===== src/rtl/trap_pkg.sv =====
// rtl/trap_pkg.sv - shared states and constants for the trap controller
package trap_pkg;

  localparam int XLEN_DEF    = 64;
  localparam int CAUSE_W_DEF = 6;

  typedef enum logic [2:0] {
    ST_IDLE,
    ST_DRAIN,
    ST_SAVE,
    ST_VECTOR,
    ST_RETURN
  } trap_state_e;

  localparam int CAUSE_ILLEGAL    = 2;
  localparam int CAUSE_BREAKPOINT = 3;
  localparam int CAUSE_ECALL_M    = 11;
  localparam int IRQ_MTI          = 7;

  localparam logic [1:0] MTVEC_MODE_VECTORED = 2'd1;

endpackage


===== src/rtl/trap_controller_if.sv =====
// rtl/trap_controller_if.sv - pipeline/CSR-side signal bundle of the trap controller
interface trap_controller_if #(
  parameter int XLEN    = 64,
  parameter int CAUSE_W = 6
);
  logic               i_exc_valid;
  logic [CAUSE_W-1:0] i_exc_cause;
  logic [XLEN-1:0]    i_exc_pc;
  logic               i_mret;
  logic [XLEN-1:0]    i_retire_pc;
  logic               i_pipe_idle;
  logic               i_halted;
  logic [XLEN-1:0]    i_mtvec;
  logic [XLEN-1:0]    i_mepc;
  logic [XLEN-1:0]    i_mie;
  logic [XLEN-1:0]    i_mip;
  logic               i_mstatus_mie;
  logic [XLEN-1:0]    o_mepc_data;
  logic               o_mepc_we;
  logic [XLEN-1:0]    o_mcause_data;
  logic               o_mcause_we;
  logic               o_mie_clear;
  logic               o_mie_restore;
  logic               o_stall;
  logic               o_flush;
  logic               o_redirect;
  logic [XLEN-1:0]    o_redirect_pc;
  logic               o_busy;

  modport slave (
    input  i_exc_valid, i_exc_cause, i_exc_pc, i_mret, i_retire_pc, i_pipe_idle,
           i_halted, i_mtvec, i_mepc, i_mie, i_mip, i_mstatus_mie,
    output o_mepc_data, o_mepc_we, o_mcause_data, o_mcause_we, o_mie_clear,
           o_mie_restore, o_stall, o_flush, o_redirect, o_redirect_pc, o_busy
  );

  modport master (
    output i_exc_valid, i_exc_cause, i_exc_pc, i_mret, i_retire_pc, i_pipe_idle,
           i_halted, i_mtvec, i_mepc, i_mie, i_mip, i_mstatus_mie,
    input  o_mepc_data, o_mepc_we, o_mcause_data, o_mcause_we, o_mie_clear,
           o_mie_restore, o_stall, o_flush, o_redirect, o_redirect_pc, o_busy
  );
endinterface


===== src/rtl/trap_vector_calc.sv =====
// rtl/trap_vector_calc.sv - trap handler target PC from mtvec, cause code and interrupt flag
module trap_vector_calc
  import trap_pkg::*;
#(
  parameter int XLEN    = XLEN_DEF,
  parameter int CAUSE_W = CAUSE_W_DEF
) (
  input  logic [XLEN-1:0]    i_mtvec,
  input  logic [CAUSE_W-1:0] i_cause_code,
  input  logic               i_is_irq,
  output logic [XLEN-1:0]    o_target
);
  logic [XLEN-1:0] w_base;
  logic [XLEN-1:0] w_offset;

  assign w_base   = {i_mtvec[XLEN-1:2], 2'b00};
  assign w_offset = {{(XLEN-CAUSE_W-2){1'b0}}, i_cause_code, 2'b00};

  // Vectored mode only offsets interrupts; exceptions always land on the base.
  assign o_target = (i_is_irq && (i_mtvec[1:0] == MTVEC_MODE_VECTORED)) ?
                    (w_base + w_offset) : w_base;
endmodule


===== src/rtl/trap_controller.sv =====
// rtl/trap_controller.sv - trap entry/return sequencer between retire stage and CSR file
module trap_controller
  import trap_pkg::*;
#(
  parameter int XLEN    = XLEN_DEF,
  parameter int CAUSE_W = CAUSE_W_DEF
) (
  input logic               i_clk,
  input logic               i_reset,
  trap_controller_if.slave  bus
);
  localparam logic [XLEN-1:0] IRQ_CAUSE =
    {1'b1, {(XLEN-1-CAUSE_W){1'b0}}, CAUSE_W'(IRQ_MTI)};

  trap_state_e     r_state, w_state_nx;
  logic [XLEN-1:0] r_cause, w_cause_nx;
  logic [XLEN-1:0] r_epc, w_epc_nx;
  logic            r_is_irq, w_is_irq_nx;

  logic [XLEN-1:0] r_mepc_data, w_mepc_data_nx;
  logic [XLEN-1:0] r_mcause_data, w_mcause_data_nx;
  logic [XLEN-1:0] r_redirect_pc, w_redirect_pc_nx;
  logic            r_mepc_we, w_mepc_we_nx;
  logic            r_mcause_we, w_mcause_we_nx;
  logic            r_mie_clear, w_mie_clear_nx;
  logic            r_mie_restore, w_mie_restore_nx;
  logic            r_stall, w_stall_nx;
  logic            r_flush, w_flush_nx;
  logic            r_redirect, w_redirect_nx;
  logic            r_busy;

  logic            w_irq_pending;
  logic [XLEN-1:0] w_vec_target;
  logic            w_unused_bits;

  // Only the machine timer interrupt is wired; the other enable/pending bits are ignored.
  assign w_irq_pending = bus.i_mstatus_mie & bus.i_mie[IRQ_MTI] & bus.i_mip[IRQ_MTI];
  assign w_unused_bits = ^{bus.i_mie[XLEN-1:IRQ_MTI+1], bus.i_mie[IRQ_MTI-1:0],
                           bus.i_mip[XLEN-1:IRQ_MTI+1], bus.i_mip[IRQ_MTI-1:0]};

  trap_vector_calc #(.XLEN(XLEN), .CAUSE_W(CAUSE_W)) u_vector_calc (
    .i_mtvec      (bus.i_mtvec),
    .i_cause_code (r_cause[CAUSE_W-1:0]),
    .i_is_irq     (r_is_irq),
    .o_target     (w_vec_target)
  );

  always_comb begin
    w_state_nx       = r_state;
    w_cause_nx       = r_cause;
    w_epc_nx         = r_epc;
    w_is_irq_nx      = r_is_irq;
    w_mepc_data_nx   = '0;
    w_mcause_data_nx = '0;
    w_redirect_pc_nx = '0;
    w_mepc_we_nx     = 1'b0;
    w_mcause_we_nx   = 1'b0;
    w_mie_clear_nx   = 1'b0;
    w_mie_restore_nx = 1'b0;
    w_stall_nx       = 1'b0;
    w_flush_nx       = 1'b0;
    w_redirect_nx    = 1'b0;

    case (r_state)
      ST_IDLE: begin
        if (bus.i_halted) begin
          w_state_nx = ST_IDLE;
        end else if (bus.i_exc_valid) begin
          w_cause_nx  = {{(XLEN-CAUSE_W){1'b0}}, bus.i_exc_cause};
          w_epc_nx    = bus.i_exc_pc;
          w_is_irq_nx = 1'b0;
          w_flush_nx  = 1'b1;
          w_stall_nx  = 1'b1;
          w_state_nx  = ST_SAVE;
        end else if (bus.i_mret) begin
          w_flush_nx       = 1'b1;
          w_stall_nx       = 1'b1;
          w_mie_restore_nx = 1'b1;
          w_redirect_nx    = 1'b1;
          w_redirect_pc_nx = bus.i_mepc;
          w_state_nx       = ST_RETURN;
        end else if (w_irq_pending) begin
          w_cause_nx  = IRQ_CAUSE;
          w_is_irq_nx = 1'b1;
          w_stall_nx  = 1'b1;
          w_state_nx  = ST_DRAIN;
        end
      end
      ST_DRAIN: begin
        w_stall_nx = 1'b1;
        // A late exception preempts the interrupt; the interrupt stays pending in the CSRs.
        if (bus.i_exc_valid) begin
          w_cause_nx  = {{(XLEN-CAUSE_W){1'b0}}, bus.i_exc_cause};
          w_epc_nx    = bus.i_exc_pc;
          w_is_irq_nx = 1'b0;
          w_flush_nx  = 1'b1;
          w_state_nx  = ST_SAVE;
        end else if (bus.i_pipe_idle) begin
          w_epc_nx   = bus.i_retire_pc;
          w_state_nx = ST_SAVE;
        end
      end
      ST_SAVE: begin
        w_redirect_nx    = 1'b1;
        w_redirect_pc_nx = w_vec_target;
        w_state_nx       = ST_VECTOR;
      end
      ST_VECTOR: w_state_nx = ST_IDLE;
      ST_RETURN: w_state_nx = ST_IDLE;
      default:   w_state_nx = ST_IDLE;
    endcase

    // Outputs are registered, so the CSR writes are staged on entry to SAVE.
    if (w_state_nx == ST_SAVE) begin
      w_mepc_we_nx     = 1'b1;
      w_mcause_we_nx   = 1'b1;
      w_mie_clear_nx   = 1'b1;
      w_mepc_data_nx   = {w_epc_nx[XLEN-1:1], 1'b0};
      w_mcause_data_nx = w_cause_nx;
    end
  end

  always_ff @(posedge i_clk or posedge i_reset) begin
    if (i_reset) begin
      r_state       <= ST_IDLE;
      r_cause       <= '0;
      r_epc         <= '0;
      r_is_irq      <= 1'b0;
      r_mepc_data   <= '0;
      r_mcause_data <= '0;
      r_redirect_pc <= '0;
      r_mepc_we     <= 1'b0;
      r_mcause_we   <= 1'b0;
      r_mie_clear   <= 1'b0;
      r_mie_restore <= 1'b0;
      r_stall       <= 1'b0;
      r_flush       <= 1'b0;
      r_redirect    <= 1'b0;
      r_busy        <= 1'b0;
    end else begin
      r_state       <= w_state_nx;
      r_cause       <= w_cause_nx;
      r_epc         <= w_epc_nx;
      r_is_irq      <= w_is_irq_nx;
      r_mepc_data   <= w_mepc_data_nx;
      r_mcause_data <= w_mcause_data_nx;
      r_redirect_pc <= w_redirect_pc_nx;
      r_mepc_we     <= w_mepc_we_nx;
      r_mcause_we   <= w_mcause_we_nx;
      r_mie_clear   <= w_mie_clear_nx;
      r_mie_restore <= w_mie_restore_nx;
      r_stall       <= w_stall_nx;
      r_flush       <= w_flush_nx;
      r_redirect    <= w_redirect_nx;
      r_busy        <= (w_state_nx != ST_IDLE);
    end
  end

  assign bus.o_mepc_data   = r_mepc_data;
  assign bus.o_mepc_we     = r_mepc_we;
  assign bus.o_mcause_data = r_mcause_data;
  assign bus.o_mcause_we   = r_mcause_we;
  assign bus.o_mie_clear   = r_mie_clear;
  assign bus.o_mie_restore = r_mie_restore;
  assign bus.o_stall       = r_stall;
  assign bus.o_flush       = r_flush;
  assign bus.o_redirect    = r_redirect;
  assign bus.o_redirect_pc = r_redirect_pc;
  assign bus.o_busy        = r_busy;
endmodule


===== src/flat_wrapper.sv =====
// flat-port wrapper written by rule: the top's interface ports become plain ports
module trap_controller_flat import trap_pkg::*;
#(
  parameter int XLEN    = XLEN_DEF,
  parameter int CAUSE_W = CAUSE_W_DEF
)
  (i_clk, i_reset, bus_i_exc_valid, bus_i_exc_cause, bus_i_exc_pc, bus_i_mret, bus_i_retire_pc, bus_i_pipe_idle, bus_i_halted, bus_i_mtvec, bus_i_mepc, bus_i_mie, bus_i_mip, bus_i_mstatus_mie, bus_o_mepc_data, bus_o_mepc_we, bus_o_mcause_data, bus_o_mcause_we, bus_o_mie_clear, bus_o_mie_restore, bus_o_stall, bus_o_flush, bus_o_redirect, bus_o_redirect_pc, bus_o_busy);
  trap_controller_if #(.XLEN(XLEN), .CAUSE_W(CAUSE_W)) bus_i ();
  input logic i_clk;
  input logic i_reset;
  input wire logic [$bits(bus_i.i_exc_valid)-1:0] bus_i_exc_valid;
  input wire logic [$bits(bus_i.i_exc_cause)-1:0] bus_i_exc_cause;
  input wire logic [$bits(bus_i.i_exc_pc)-1:0] bus_i_exc_pc;
  input wire logic [$bits(bus_i.i_mret)-1:0] bus_i_mret;
  input wire logic [$bits(bus_i.i_retire_pc)-1:0] bus_i_retire_pc;
  input wire logic [$bits(bus_i.i_pipe_idle)-1:0] bus_i_pipe_idle;
  input wire logic [$bits(bus_i.i_halted)-1:0] bus_i_halted;
  input wire logic [$bits(bus_i.i_mtvec)-1:0] bus_i_mtvec;
  input wire logic [$bits(bus_i.i_mepc)-1:0] bus_i_mepc;
  input wire logic [$bits(bus_i.i_mie)-1:0] bus_i_mie;
  input wire logic [$bits(bus_i.i_mip)-1:0] bus_i_mip;
  input wire logic [$bits(bus_i.i_mstatus_mie)-1:0] bus_i_mstatus_mie;
  output wire logic [$bits(bus_i.o_mepc_data)-1:0] bus_o_mepc_data;
  output wire logic [$bits(bus_i.o_mepc_we)-1:0] bus_o_mepc_we;
  output wire logic [$bits(bus_i.o_mcause_data)-1:0] bus_o_mcause_data;
  output wire logic [$bits(bus_i.o_mcause_we)-1:0] bus_o_mcause_we;
  output wire logic [$bits(bus_i.o_mie_clear)-1:0] bus_o_mie_clear;
  output wire logic [$bits(bus_i.o_mie_restore)-1:0] bus_o_mie_restore;
  output wire logic [$bits(bus_i.o_stall)-1:0] bus_o_stall;
  output wire logic [$bits(bus_i.o_flush)-1:0] bus_o_flush;
  output wire logic [$bits(bus_i.o_redirect)-1:0] bus_o_redirect;
  output wire logic [$bits(bus_i.o_redirect_pc)-1:0] bus_o_redirect_pc;
  output wire logic [$bits(bus_i.o_busy)-1:0] bus_o_busy;
  assign bus_i.i_exc_valid = bus_i_exc_valid;
  assign bus_i.i_exc_cause = bus_i_exc_cause;
  assign bus_i.i_exc_pc = bus_i_exc_pc;
  assign bus_i.i_mret = bus_i_mret;
  assign bus_i.i_retire_pc = bus_i_retire_pc;
  assign bus_i.i_pipe_idle = bus_i_pipe_idle;
  assign bus_i.i_halted = bus_i_halted;
  assign bus_i.i_mtvec = bus_i_mtvec;
  assign bus_i.i_mepc = bus_i_mepc;
  assign bus_i.i_mie = bus_i_mie;
  assign bus_i.i_mip = bus_i_mip;
  assign bus_i.i_mstatus_mie = bus_i_mstatus_mie;
  assign bus_o_mepc_data = bus_i.o_mepc_data;
  assign bus_o_mepc_we = bus_i.o_mepc_we;
  assign bus_o_mcause_data = bus_i.o_mcause_data;
  assign bus_o_mcause_we = bus_i.o_mcause_we;
  assign bus_o_mie_clear = bus_i.o_mie_clear;
  assign bus_o_mie_restore = bus_i.o_mie_restore;
  assign bus_o_stall = bus_i.o_stall;
  assign bus_o_flush = bus_i.o_flush;
  assign bus_o_redirect = bus_i.o_redirect;
  assign bus_o_redirect_pc = bus_i.o_redirect_pc;
  assign bus_o_busy = bus_i.o_busy;
  trap_controller #(.XLEN(XLEN), .CAUSE_W(CAUSE_W)) u_core (.i_clk(i_clk), .i_reset(i_reset), .bus(bus_i));
endmodule

===== config.mk =====
export PLATFORM = sky130hd
export DESIGN_NAME = trap_controller_flat
export DESIGN_NICKNAME = d
export VERILOG_FILES = /design/src/rtl/trap_pkg.sv /design/src/rtl/trap_controller_if.sv /design/src/rtl/trap_vector_calc.sv /design/src/rtl/trap_controller.sv /design/src/flat_wrapper.sv
export SDC_FILE = /design/constraint.sdc
export NUM_CORES = 1
export LEC_CHECK = 0
export BUFFER_PORTS_ARGS = -buffer_cell sky130_fd_sc_hd__buf_2
export CAP_MARGIN = 30
export CORE_AREA = 3 3 232 234
export CTS_CLUSTER_SIZE = 14
export DETAILED_ROUTE_END_ITERATION = 10
export DIE_AREA = 0 0 235 237
export GPL_TIMING_DRIVEN = 1
export MAX_ROUTING_LAYER = met4
export SYNTH_ARGS = -nofsm -noshare
export SYNTH_HDL_FRONTEND = slang
export SYNTH_SLANG_ARGS = --single-unit
export TNS_END_PERCENT = 50

===== constraint.sdc =====
create_clock -name i_clk -period 7.7 [get_ports i_clk]
set_input_delay 0.385 -clock i_clk [delete_from_list [all_inputs] [get_ports i_clk]]
set_output_delay 0.385 -clock i_clk [all_outputs]
set_load 0.03 [all_outputs]

### Yosys cells after proc, flatten, opt, wreduce, memory -nomap -nowiden

Cells that the tools add are included.

| word-level totals | value |
|---|---|
| logic and storage cells | 75 |
| bits of input ports | 397 |
| output and inout port bits | 200 |
| flip-flop bits (word level) | 329 |

| cells by class | value |
|---|---|
| add/subtract/negate cells | 1 |
| multiplexer cells | 46 |
| reduce and logical (&&, ||, !) cells | 5 |
| bitwise logic cells | 2 |
| equal/unequal tests | 8 |

Operators by type and width:

| operator | number |
|---|---|
| $mux W64 | 15 |
| $pmux W64 S2 | 3 |
| $add A64 B8 Y64 | 1 |
| $mux W3 | 6 |
| $mux W1 | 17 |
| $pmux W3 S3 | 1 |
| $pmux W1 S2 | 4 |
| $eq A3 B2 Y1 const B | 2 |
| $reduce_and A5 Y1 | 1 |
| $ne A2 B2 Y1 const B | 2 |
| $eq A3 B1 Y1 const B | 1 |
| $logic_not A3 Y1 | 1 |
| $ne A3 B2 Y1 const B | 1 |
| $ne A3 B3 Y1 const B | 1 |
| $reduce_bool A3 Y1 | 1 |
| $and A1 B1 Y1 | 2 |
| $eq A2 B1 Y1 const B | 1 |
| $reduce_bool A2 Y1 | 1 |
| $logic_and A1 B1 Y1 | 1 |

### Depth between registers and ports, before layout

Gate-level depths: netlist of run 1.

| depth | value |
|---|---|
| depth in word-level cells | 9 |
| mapped depth | 10 |
| gate-level depth less buffers | 9 |

### Hierarchy

A second synthesis of run 1 with hierarchy kept.

| second synthesis, totals | value |
|---|---|
| cells, all modules | 871 |
| area, all modules | 11198.2 µm² |

By module, submodules not included:

| module | instances | sequential area each (µm²) | cells each | area an instance (µm²) |
|---|---|---|---|---|
| trap_controller | 1 | 6631.4 | 638 | 9547.9 |
| trap_vector_calc | 1 | 0.0 | 233 | 1650.3 |

### Least setup slack after synthesis of run 1

Ideal clock, no wire load.

| timing path | value |
|---|---|
| kind | in2reg |
| start point | input bus_i_mtvec[2] |
| end point | register u_core.r_redirect_pc[56], in the netlist u_core.bus.o_redirect_pc[56] |
| path buffers | 1 |
| setup slack | 5.213 ns |
| library setup time | 0.132 ns |
| stages | 10 |
| arrival time | 2.355 ns |
| required time | 7.568 ns |
| cells stage by stage | ha_1 > inv_1 > fa_1 > and2b_1 > o211ai_1 > a2111oi_4 > buf_6 > nand4_1 > xnor2_1 > o21ai_1 |

| between the ends | value |
|---|---|
| cells in the longest elaborated chain, start to end | 3 |

Ends and longest elaborated chain:

| element | line | source |
|---|---|---|
| start: declaration | flat_wrapper.sv:18 | `input wire logic [$bits(bus_i.i_mtvec)-1:0] bus_i_mtvec;` |
| $add A64 B8 Y64 | trap_vector_calc.sv:21 | `(w_base + w_offset) : w_base;` |
| $mux W64 | trap_vector_calc.sv:20 | `assign o_target = (i_is_irq && (i_mtvec[1:0] == MTVEC_MODE_VECTORED)) ?` |
| $pmux W64 S2 | trap_controller.sv:64 | `case (r_state)` |
| named net u_core.w_redirect_pc_nx[56] | trap_controller.sv:22 | `logic [XLEN-1:0] r_redirect_pc, w_redirect_pc_nx;` |
| end signal: assignment | trap_controller.sv:147 | `r_redirect_pc <= w_redirect_pc_nx;` |
| end: declaration | trap_controller.sv:22 |  |

The timed path passes the listed nets, and every way through them passes these cells.
A chain may end at the register's enable or synchronous reset.

### Worst setup path in the final report of run 1

| timing path | value |
|---|---|
| start point | register u_core.r_cause[0] |
| end point | register u_core.r_redirect_pc[34], in the netlist u_core.bus.o_redirect_pc[34] |

| between the ends | value |
|---|---|
| cells in the longest elaborated chain, start to end | 3 |

Ends and longest elaborated chain:

| element | line | source |
|---|---|---|
| start: declaration | trap_controller.sv:16 | `logic [XLEN-1:0] r_cause, w_cause_nx;` |
| start signal: assignment | trap_controller.sv:142 | `r_cause <= w_cause_nx;` |
| $add A64 B8 Y64 | trap_vector_calc.sv:21 |  |
| $mux W64 | trap_vector_calc.sv:20 |  |
| $pmux W64 S2 | trap_controller.sv:64 |  |
| named net u_core.w_redirect_pc_nx[34] | trap_controller.sv:22 |  |

The timed path passes the listed nets, and every way through them passes these cells.

==> metrics list, run 1 <==
* Peak VDD IR: 0.167 mV
* Pwr/cell area: between 200 and 300 mW/mm^2
- Area of the placeable core: 0.0522 mm^2
- Starting DRT DRC Count: a little under 300
- Largest clock skew in the final design: 0.0101 ns
* Run status: completed
- Post-CTS repair changed the size of 0 cells.
- Total Power Consumption: 4.49 mW
- Crit start category: flip-flop
* Setup TNS: 0 ns
* Half-perimeter wire length after placement: 26800 um
- In this run the worst path has a maximum fanout of 8.
* Number of different library cells in the post-synthesis netlist: 56
- Across every metal layer, demand over resource in global routing totals 13.1%.
* Total DRC errors in the routed layout: 0
- Share of synthesized flip-flops with an asynchronous set or reset: 100%
* CTS H-Tree Depth: 1
- The multi-input combinational cells in the finished layout cover a total of 0.00387 mm^2.
* Final setup fails: 0
- The clock passes through at most 3 buffers.
- TritonCTS built the clock tree.
- Dividing the detail-routed wire length by the instance count gives 16.9 um.
* Portion of the clock cycle consumed by the worst path in the final layout: 42.3%
* Initial antenna violation count: 11
- Sum of routed wire length over all layers: 36800 um
* Final Max Slew Viols: 0
- Via density: 4.11
- Library cell with the largest summed area after synthesis: dfrtp_1
* Register cell area after layout: 0.00663 mm^2
- The number of clock buffers added by TritonCTS is 31.
- Num rows: 84
- In this run the power spent charging and discharging nets is 1.65 mW.
- The share of the Yosys chip area taken by registers is 61.5%.
- Die width: 235 um
- The die covers 0.0557 mm^2.
- Cells with a size suffix above 1 make up 37.9% of the layout.
* Synth warn: 0
- Power share of the combinational group: 30.6%
* Final hold viol count: 0
- The setup path with the least slack is of type flip-flop to flip-flop.
- First-pass iteration count of the detailed router: 5
* Worst slew margin relative to its limit: 37.8%
- Subtracting the final worst setup slack from the clock period gives approximately 3.3 ns.
- The internal power of the cells totals around 2.8 mW.
- Sinks on the clock net: 265
* Clock-pin slew of the registers on the worst-case setup and hold paths: 0.06 ns
- Sequential cells account for 38.2% of the total power.
- Of the total power, the share spent switching nets is a little under two fifths.
- Arrival time of data at the critical path endpoint: 3.68 ns
- Post-CTS setup buffer count: 0
* Pin count of the biggest net entering global routing: approximately 150
- Number of flops mapped to enable cells by yosys: 0
* CTS hold repair buffers: 72
- Synth top cells by count: dfrtp_1 (265), and2_1 (123), nand2_1 (95)
* Syn_nets: 1329
- Net total in the final layout: 1858
- Routability-driven placement finished with a final weighted congestion of 0.903.
* Mean post-synth cell area: 11.7 um^2
- Leakage power of the design: 7.85 nW
- Height of the chip: 237 um
- The detail route stage leaves a number of antenna-violating nets equal to 0.
- Starting Density: 20.7%
* Layout overhead on the synthesized area: 44.2%
* Area share of the largest cell type after synthesis: between 60 and 70%
* Area of all placed cells without fillers: roughly 0.016 mm^2
- Netlist Area Pre-Place: 0.0108 mm^2
* Vias in the first global route: 9439
* Placed Cells: 2037
* Overflow left after global routing: 0
- By area the synthesized netlist is led by dfrtp_1 (61%), and2_1 (7.1%), a22o_1 (5.1%).
* Clock network power share: between 30% and 40%
- Summing all placed instances gives a cell area of around 0.014 mm^2.
* Crit path required time: 8.13 ns
* Dominant synthesized flop cell: dfrtp_1
- Via count: 8937
- Port-buffer cells: between 400 and 500
* Cell count after synthesis: approximately 900
- The first global-routing pass estimated 55400 um of wire.
- Post-synthesis sequential element count: between 200 and 300
- Unrepaired setup endpoints after global routing: false
- Clk Latency, worst-skew pair: roughly 0.57 ns
- The finished layout holds between 2000 and 2500 standard cells, fillers aside.
* Root buf cell: clkbuf_16
- Max-cap violations in this run came to 0.
- The min-delay analysis places its worst path in the category primary input to flip-flop.
- Max Clock Freq: around 310 MHz
* Slew at the pin with the worst max-slew slack: 0.933 ns
* Fillers: between 5000 and 6000
- dfrtp_1 is the most common cell in the netlist.
* Setup crit end kind: flip-flop
- Ports: 597
stage by stage:
| step | hold slack (ns) | util [%] | setup slack (ns) |
|---|---|---|---|
| 2_1_floorplan | 0.444 | - | 0.0181 |
| 3_3_place_gp | 0.457 | 26.5 | 3.84 |
| 3_5_place_dp | 0.456 | 26.5 | 4.33 |
| 4_1_cts | 0.0000924 | 29.7 | 4.40 |
| 5_1_grt | 0.0107 | 29.8 | 4.26 |
| 6_report | 0.0389 | 29.8 | 4.45 |
per-layer routing:
metal	part of all wire (%)	up-vias	wire, um	global-route usage, %
met5	0	-	0	-
met3	9.9	56	3650	4.55
met4	2.6	0	943	3.56
met2	50	422	18500	22.9
li1	-	4242	-	-
met1	37	4217	13700	14.0
power by group through the flow:
stage               clock network (mW)  registers (mW)  logic, mW
floorplan                            0            2.10      0.480
global placement                     0            1.74       1.34
detailed placement                   0            1.74       1.36
CTS                               1.46            1.72       1.40
global route                      1.52            1.74       1.49
finish                            1.40            1.71       1.38
path summary, 6_finish.rpt:
path	start	to	slack (ns)	cells past startpoint
worst min register to register	u_core.r_cause[26]	u_core.bus.o_mcause_data[26]	0.47	1
worst max-delay path	u_core.r_cause[0]	u_core.bus.o_redirect_pc[34]	4.45	11
worst min-delay path	bus_i_retire_pc[61]	u_core.bus.o_mepc_data[61]	0.04	2
worst max register to register	u_core.r_cause[0]	u_core.bus.o_redirect_pc[34]	4.45	11
min in group asynchronous	i_reset	u_core.bus.o_mcause_data[32]	0.50	3
max in group asynchronous	i_reset	u_core.bus.o_redirect_pc[9]	5.81	4
layout by cell type (no fill, tap or decap), types with 12 or more instances in the layout:
cell           count
xnor2_1           35
o21ai_0           20
and2_1           123
a22o_1            63
o21ai_1           52
nor2_1            28
clkbuf_16         31
inv_1             12
a21oi_1           16
nand3_1           27
dfrtp_1          265
buf_2            467
xor2_1            24
dlygate4sd3_1     72
nand2_1           94
flip-flops by register name, summed over array words and instances (netlist names):
signal	cells
u_core.bus.o_busy	1
u_core.bus.o_flush	1
u_core.r_is_irq	1
u_core.bus.o_mcause_data	64
u_core.bus.o_mie_restore	1
u_core.r_cause	64
u_core.bus.o_stall	1
u_core.bus.o_redirect	1
u_core.r_state	3
u_core.bus.o_mie_clear	1
u_core.bus.o_redirect_pc	64
u_core.bus.o_mepc_data	63
logic make-up (layout without fill, tap and decap cells):
logic type      after synthesis  after routing  synth area share, %
compound gates              174            174                 11.2
xor+xnor                     59             59                 4.79
fa+ha+maj                     7              7                0.881
buf+inv                      65            617                 2.83
flops                       265            265                 61.5
mux                           4              4                0.371
other cells                   1             10               0.0348
simple gates                350            350                 18.4
critical path, stage by stage (launching register included):
cell	delay (ns)
dfrtp_1	0.38
ha_1	0.24
inv_1	0.08
fa_1	0.38
and2b_1	0.25
o211ai_1	0.10
buf_4	0.19
a2111oi_4	0.70
buf_6	0.24
nand3_2	0.08
xor2_1	0.37
o21ai_1	0.10
cell type report:
cell class                 count  area share [%]
sequential                   265            42.6
multi-input combinational    595            24.9
timing repair buffer         548            20.2
tap                          688            5.53
clock buffer                  42            5.44
clock inverter                14           0.844
inverter                      13           0.362
antenna                        9           0.145
(Power assumes the default switching activity.)
==> inputs of run 2 (changes only) <==
- ABC_AREA: not set -> 1
- CORE_AREA: 3 3 232 234 -> 3 3 229 231
- DIE_AREA: 0 0 235 237 -> 0 0 232 234
- clock period: 7.7 -> 3.1 ns (I/O delays scaled with it)
==> metrics list, run 2 <==
* Run status: completed (unchanged)
- Placement-stage worst setup slack: 0.560 ns (was 4.33 ns)
* Total area of multi-input combinational cells: 0.00454 mm^2 (was 0.00387 mm^2)
* Starting DRT DRC Count: 922 (was 298)
* Switching share of power: 38.3% (was 36.9%)
- Unrepaired setup endpoints after global routing: true (was false)
* Via density: 4.43 (was 4.11)
- The met3 routing resource usage after global routing was 5.52% (was 4.55%).
- The simple-gate share of the synthesized area was 28.7% (was 18.4%).
* Number of flops mapped to enable cells by yosys: 0 (unchanged)
* Synthesized-area fraction occupied by ao, oa, aoi and oai cells: 4.47% (was 11.2%)
- Area enclosed by the die boundary: 0.0543 mm^2 (was 0.0557 mm^2)
* Ports: 597 (unchanged)
* Num rows: 82 (was 84)
- The residual DRC count was 0 (unchanged).
* Net total in the final layout: 2695 (was 1858)
* Area of all placed cells without fillers: 0.0199 mm^2 (was 0.0156 mm^2)
- The share of total power in combinational logic was 38.0% (was 30.6%).
- Max-capacitance violation count: 0 (unchanged)
- The data required time at the worst endpoint is 3.58 ns (was 8.13 ns).
- The area growth from synthesis to layout is 52.0% (was 44.2%).
- The adder-cell share of the synthesized area is 0.727% (was 0.881%).
* Library cell with the largest summed area after synthesis: dfrtp_1 (unchanged)
- Most area-consuming cells after synthesis: dfrtp_1 (57%), nand2_1 (13%), inv_1 (6.2%) (was dfrtp_1 (61%), and2_1 (7.1%), a22o_1 (5.1%)).
* Number of buffers and inverters on the critical path: 3 (unchanged)
- Final Max Slew Viols: 0 (unchanged)
- First-pass iteration count of the detailed router: 5 (unchanged)
* Detailed-route wire length per cell: 17.3 um (was 16.9 um)
- The data arrival time of the critical path was 3.43 ns (was 3.68 ns).
- The H-tree depth was 2 (was 1).
* Layout cell share with drive strength beyond 1: 24.9% (was 37.9%)
* Clock-pin slew of the registers on the worst-case setup and hold paths: 0.06 ns (about the same)
- Most common cell after layout, fill and taps aside: nand2_1 (was buf_2)
* Clk Latency, worst-skew pair: 0.54 ns (was 0.57 ns)
- Routed Antenna Nets: 0 (unchanged)
- The initial antenna violation count was 26 (was 11).
* Main combinational cell family by area after synthesis: simple AND/OR/NAND/NOR gates (unchanged)
- Peak VDD IR: 0.412 mV (was 0.167 mV)
* Most utilized layer in the global route result: met2 (unchanged)
- Kind of critical path: flip-flop to flip-flop (unchanged)
- The delay of the slowest cell on the worst path was 0.57 ns (was 0.70 ns).
- The count of placed standard cells including taps is 2694 (was 2037).
- The worst slew margin relative to its limit came to 42.9% (was 37.8%).
- Via count: 13300 (was 8937)
- Dominant synthesized flop cell: dfrtp_1 (unchanged)
- Worst r2r src: u_core.r_cause[0] (unchanged)
- Setup crit end kind: flip-flop (unchanged)
- The number of global-route vias before repair is 13300 (was 9439).
- The sum of net half-perimeters after detailed placement was 38100 um (was 26800 um).
- The launch point of the worst path was u_core.r_cause[0] (unchanged).
* Starting Density: 26.0% (was 20.7%)
- Net switching power: 5.65 mW (was 1.65 mW)
- The ratio of total power to cell area was 742 mW/mm^2 (was 289 mW/mm^2).
* Portion of the clock cycle consumed by the worst path in the final layout: 95.1% (was 42.3%)
- Area of the placeable core: 0.0503 mm^2 (was 0.0522 mm^2)
* Pin count of the biggest net entering global routing: 83 (was 153)
- The dominant cell by count in the synthesized netlist is nand2_1 (was dfrtp_1).
* Aggregate global-route resource usage: 19.5% (was 13.1%)
* Synth warn: 0 (unchanged)
* Sinks on the clock net: 297 (was 265)
- Highest-count cells in the layout ignoring fill and taps: nand2_1 (470), buf_2 (467), dfrtp_1 (297), dlygate4sd3_1 (230), inv_1 (214) (was buf_2 (467), dfrtp_1 (265), and2_1 (123), nand2_1 (94), dlygate4sd3_1 (72))
- The portion of synthesized cell area occupied by the leading cell type came to 56.8% (was 61.5%).
* Crit start category: flip-flop (unchanged)
- Crit-path max FO: 7 (was 8)
* Synth top cells by count: nand2_1 (470), dfrtp_1 (297), inv_1 (215) (was dfrtp_1 (265), and2_1 (123), nand2_1 (95))
- The synthesized netlist net count is 1995 (was 1329).
- Max Clock Freq: 339 MHz (was 307 MHz)
- Height of the chip: 234 um (was 237 um)
* Number of different library cells in the post-synthesis netlist: 38 (was 56)
- The number of failing hold endpoints at the final stage is 0 (unchanged).
* Clock period minus worst slack: 2.95 ns (was 3.25 ns)
* Register cell area after layout: 0.00743 mm^2 (was 0.00663 mm^2)
* First-pass GRT wire length: 78100 um (was 55400 um)
- Placed Area: 0.0163 mm^2 (was 0.0138 mm^2)
- Sum of routed wire length over all layers: 52200 um (was 36800 um)
* Worst hold start: bus_i_mtvec[49] (was bus_i_retire_pc[61])
- Setup TNS: 0 ns (unchanged)
- Final estimated routing congestion in global placement: 0.940 (was 0.903)
- TritonCTS Buffers: 36 (was 31)
* Critical path cell sequence: ha_4 -> inv_1 -> fa_1 -> inv_1 -> nand2_1 -> nand3_1 -> nand3_1 -> nor2_4 -> nand3_1 -> nand2_1 -> nand2_1 -> o21ai_0 -> dlygate4sd3_1 (was ha_1 -> inv_1 -> fa_1 -> and2b_1 -> o211ai_1 -> buf_4 -> a2111oi_4 -> buf_6 -> nand3_2 -> xor2_1 -> o21ai_1)
- The met2 usage came to 28.7% (was 22.9%).
- The static leakage is 10.8 nW (was 7.85 nW).
- The largest clock skew in the final design was 0.0247 ns (was 0.0101 ns).
* Xor and xnor fraction of the mapped netlist area: 0.469% (was 4.79%)
* Clock network power share: 28.3% (was 31.2%)
* Number of buffers between clock root and the deepest sink: 3 (unchanged)
- Overflow left after global routing: 0 (unchanged)
* Top Family by Delay on Critical Path: simple AND/OR/NAND/NOR gates (was compound AO/OA/AOI/OAI gates)
- Final setup fails: 0 (unchanged)
* Post-synthesis sequential area ratio: 56.8% (was 61.5%)
* Share of synthesized flip-flops with an asynchronous set or reset: 100% (unchanged)
- The worst hold slack came to 0.0373 ns (was 0.0389 ns).
- Netlist Area Pre-Place: 0.0131 mm^2 (was 0.0108 mm^2)
- Mean post-synth cell area: 8.22 um^2 (was 11.7 um^2)
- The classification of the worst-slack hold path is primary input to flip-flop (unchanged).
- Clock tree from TritonCTS: yes (unchanged)
- Flop pwr share: 33.7% (was 38.2%)
- Multiplexer area fraction after synthesis: 0% (was 0.371%)
* Cell count after synthesis: 1591 (was 925)
- The register bit total from synthesis came to 297 (was 265).
- Final cell count without fillers: 3013 (was 2174)
* Die width: 232 um (was 235 um)
- Fillers: 5059 (was 5373)
* Met1 Resource Use GR: 25.6% (was 14.0%)
* Slew at the pin with the worst max-slew slack: 0.847 ns (was 0.933 ns)
- The number of port buffers was 467 (unchanged).
* Master of the slowest instance on the critical path: dlygate4sd3_1 (was a2111oi_4)
- The internal power was 9.10 mW (was 2.83 mW).
* Root buf cell: clkbuf_16 (unchanged)
* Worst Setup Slack, final: 0.151 ns (was 4.45 ns)
run 2: per-stage QoR:
step	power [mW]	utilization, %
after floorplan	8.00	-
after detailed placement	9.80	32.4
after CTS	14.9	39.4
after global placement	9.69	32.3
final	14.7	39.5
after global routing	15.6	39.5
run 2: worst register-to-register path: stages, from the launching register on:
cell           delay (ns)
dfrtp_1              0.39
ha_4                 0.18
inv_1                0.06
fa_1                 0.41
inv_1                0.11
nand2_1              0.06
nand3_1              0.09
nand3_1              0.28
nor2_4               0.30
nand3_1              0.15
nand2_1              0.09
nand2_1              0.05
o21ai_0              0.17
dlygate4sd3_1        0.57
run 2: path summary, 6_finish.rpt:
check,endpoint,slack [ns],cells after the start
worst min register to register,u_core.r_cause[48],0.49,2
min in group asynchronous,u_core.bus.o_redirect_pc[4],0.28,3
worst min-delay path,u_core.bus.o_redirect_pc[49],0.04,5
worst max register to register,u_core.bus.o_redirect_pc[32],0.15,13
max in group asynchronous,u_core.bus.o_mepc_data[38],1.91,4
worst max-delay path,u_core.bus.o_redirect_pc[32],0.15,13
run 2: repair_timing:
| action | in CTS | in global routing |
|---|---|---|
| resized for setup | 0 | 7 |
| endpoints found under the hold margin | 189 | 0 |
| hold buffers | 230 | 0 |
| endpoints found under the setup margin | 0 | 18 |
| setup buffers | 0 | 1 |
run 2: power groups by stage:
stage | combinational (mW) | sequential, mW | clock (mW)
detailed placement | 4.77 | 5.03 | 0
global route | 6.10 | 5.05 | 4.49
floorplan | 1.99 | 6.02 | 0
finish | 5.60 | 4.98 | 4.17
global placement | 4.68 | 5.01 | 0
CTS | 5.59 | 4.97 | 4.33
run 2: layout make-up:
| class | count | share of cell area (%) |
|---|---|---|
| Antenna cell | 24 | 0.302 |
| Inverter | 221 | 4.20 |
| Multi-Input combinational cell | 1009 | 22.8 |
| Timing Repair Buffer | 726 | 25.0 |
| Clock inverter | 12 | 0.636 |
| Sequential cell | 297 | 37.4 |
| Clock buffer | 52 | 5.39 |
| Tap cell | 672 | 4.23 |
run 2: layer usage:
metal	vias to the layer above	share of wire, %
met4	0	3.1
met3	85	8.6
li1	6417	-
met1	6277	44
met5	-	0
met2	554	44
run 2: logic make-up after synthesis:
logic type                 count (synthesis)
AOI/OAI and AO/OA                        108
xor gates and xnor gates                   7
adders and majority gates                  7
buffers and inverters                    285
DFF                                      297
other                                      1
and+or+nand+nor                          886
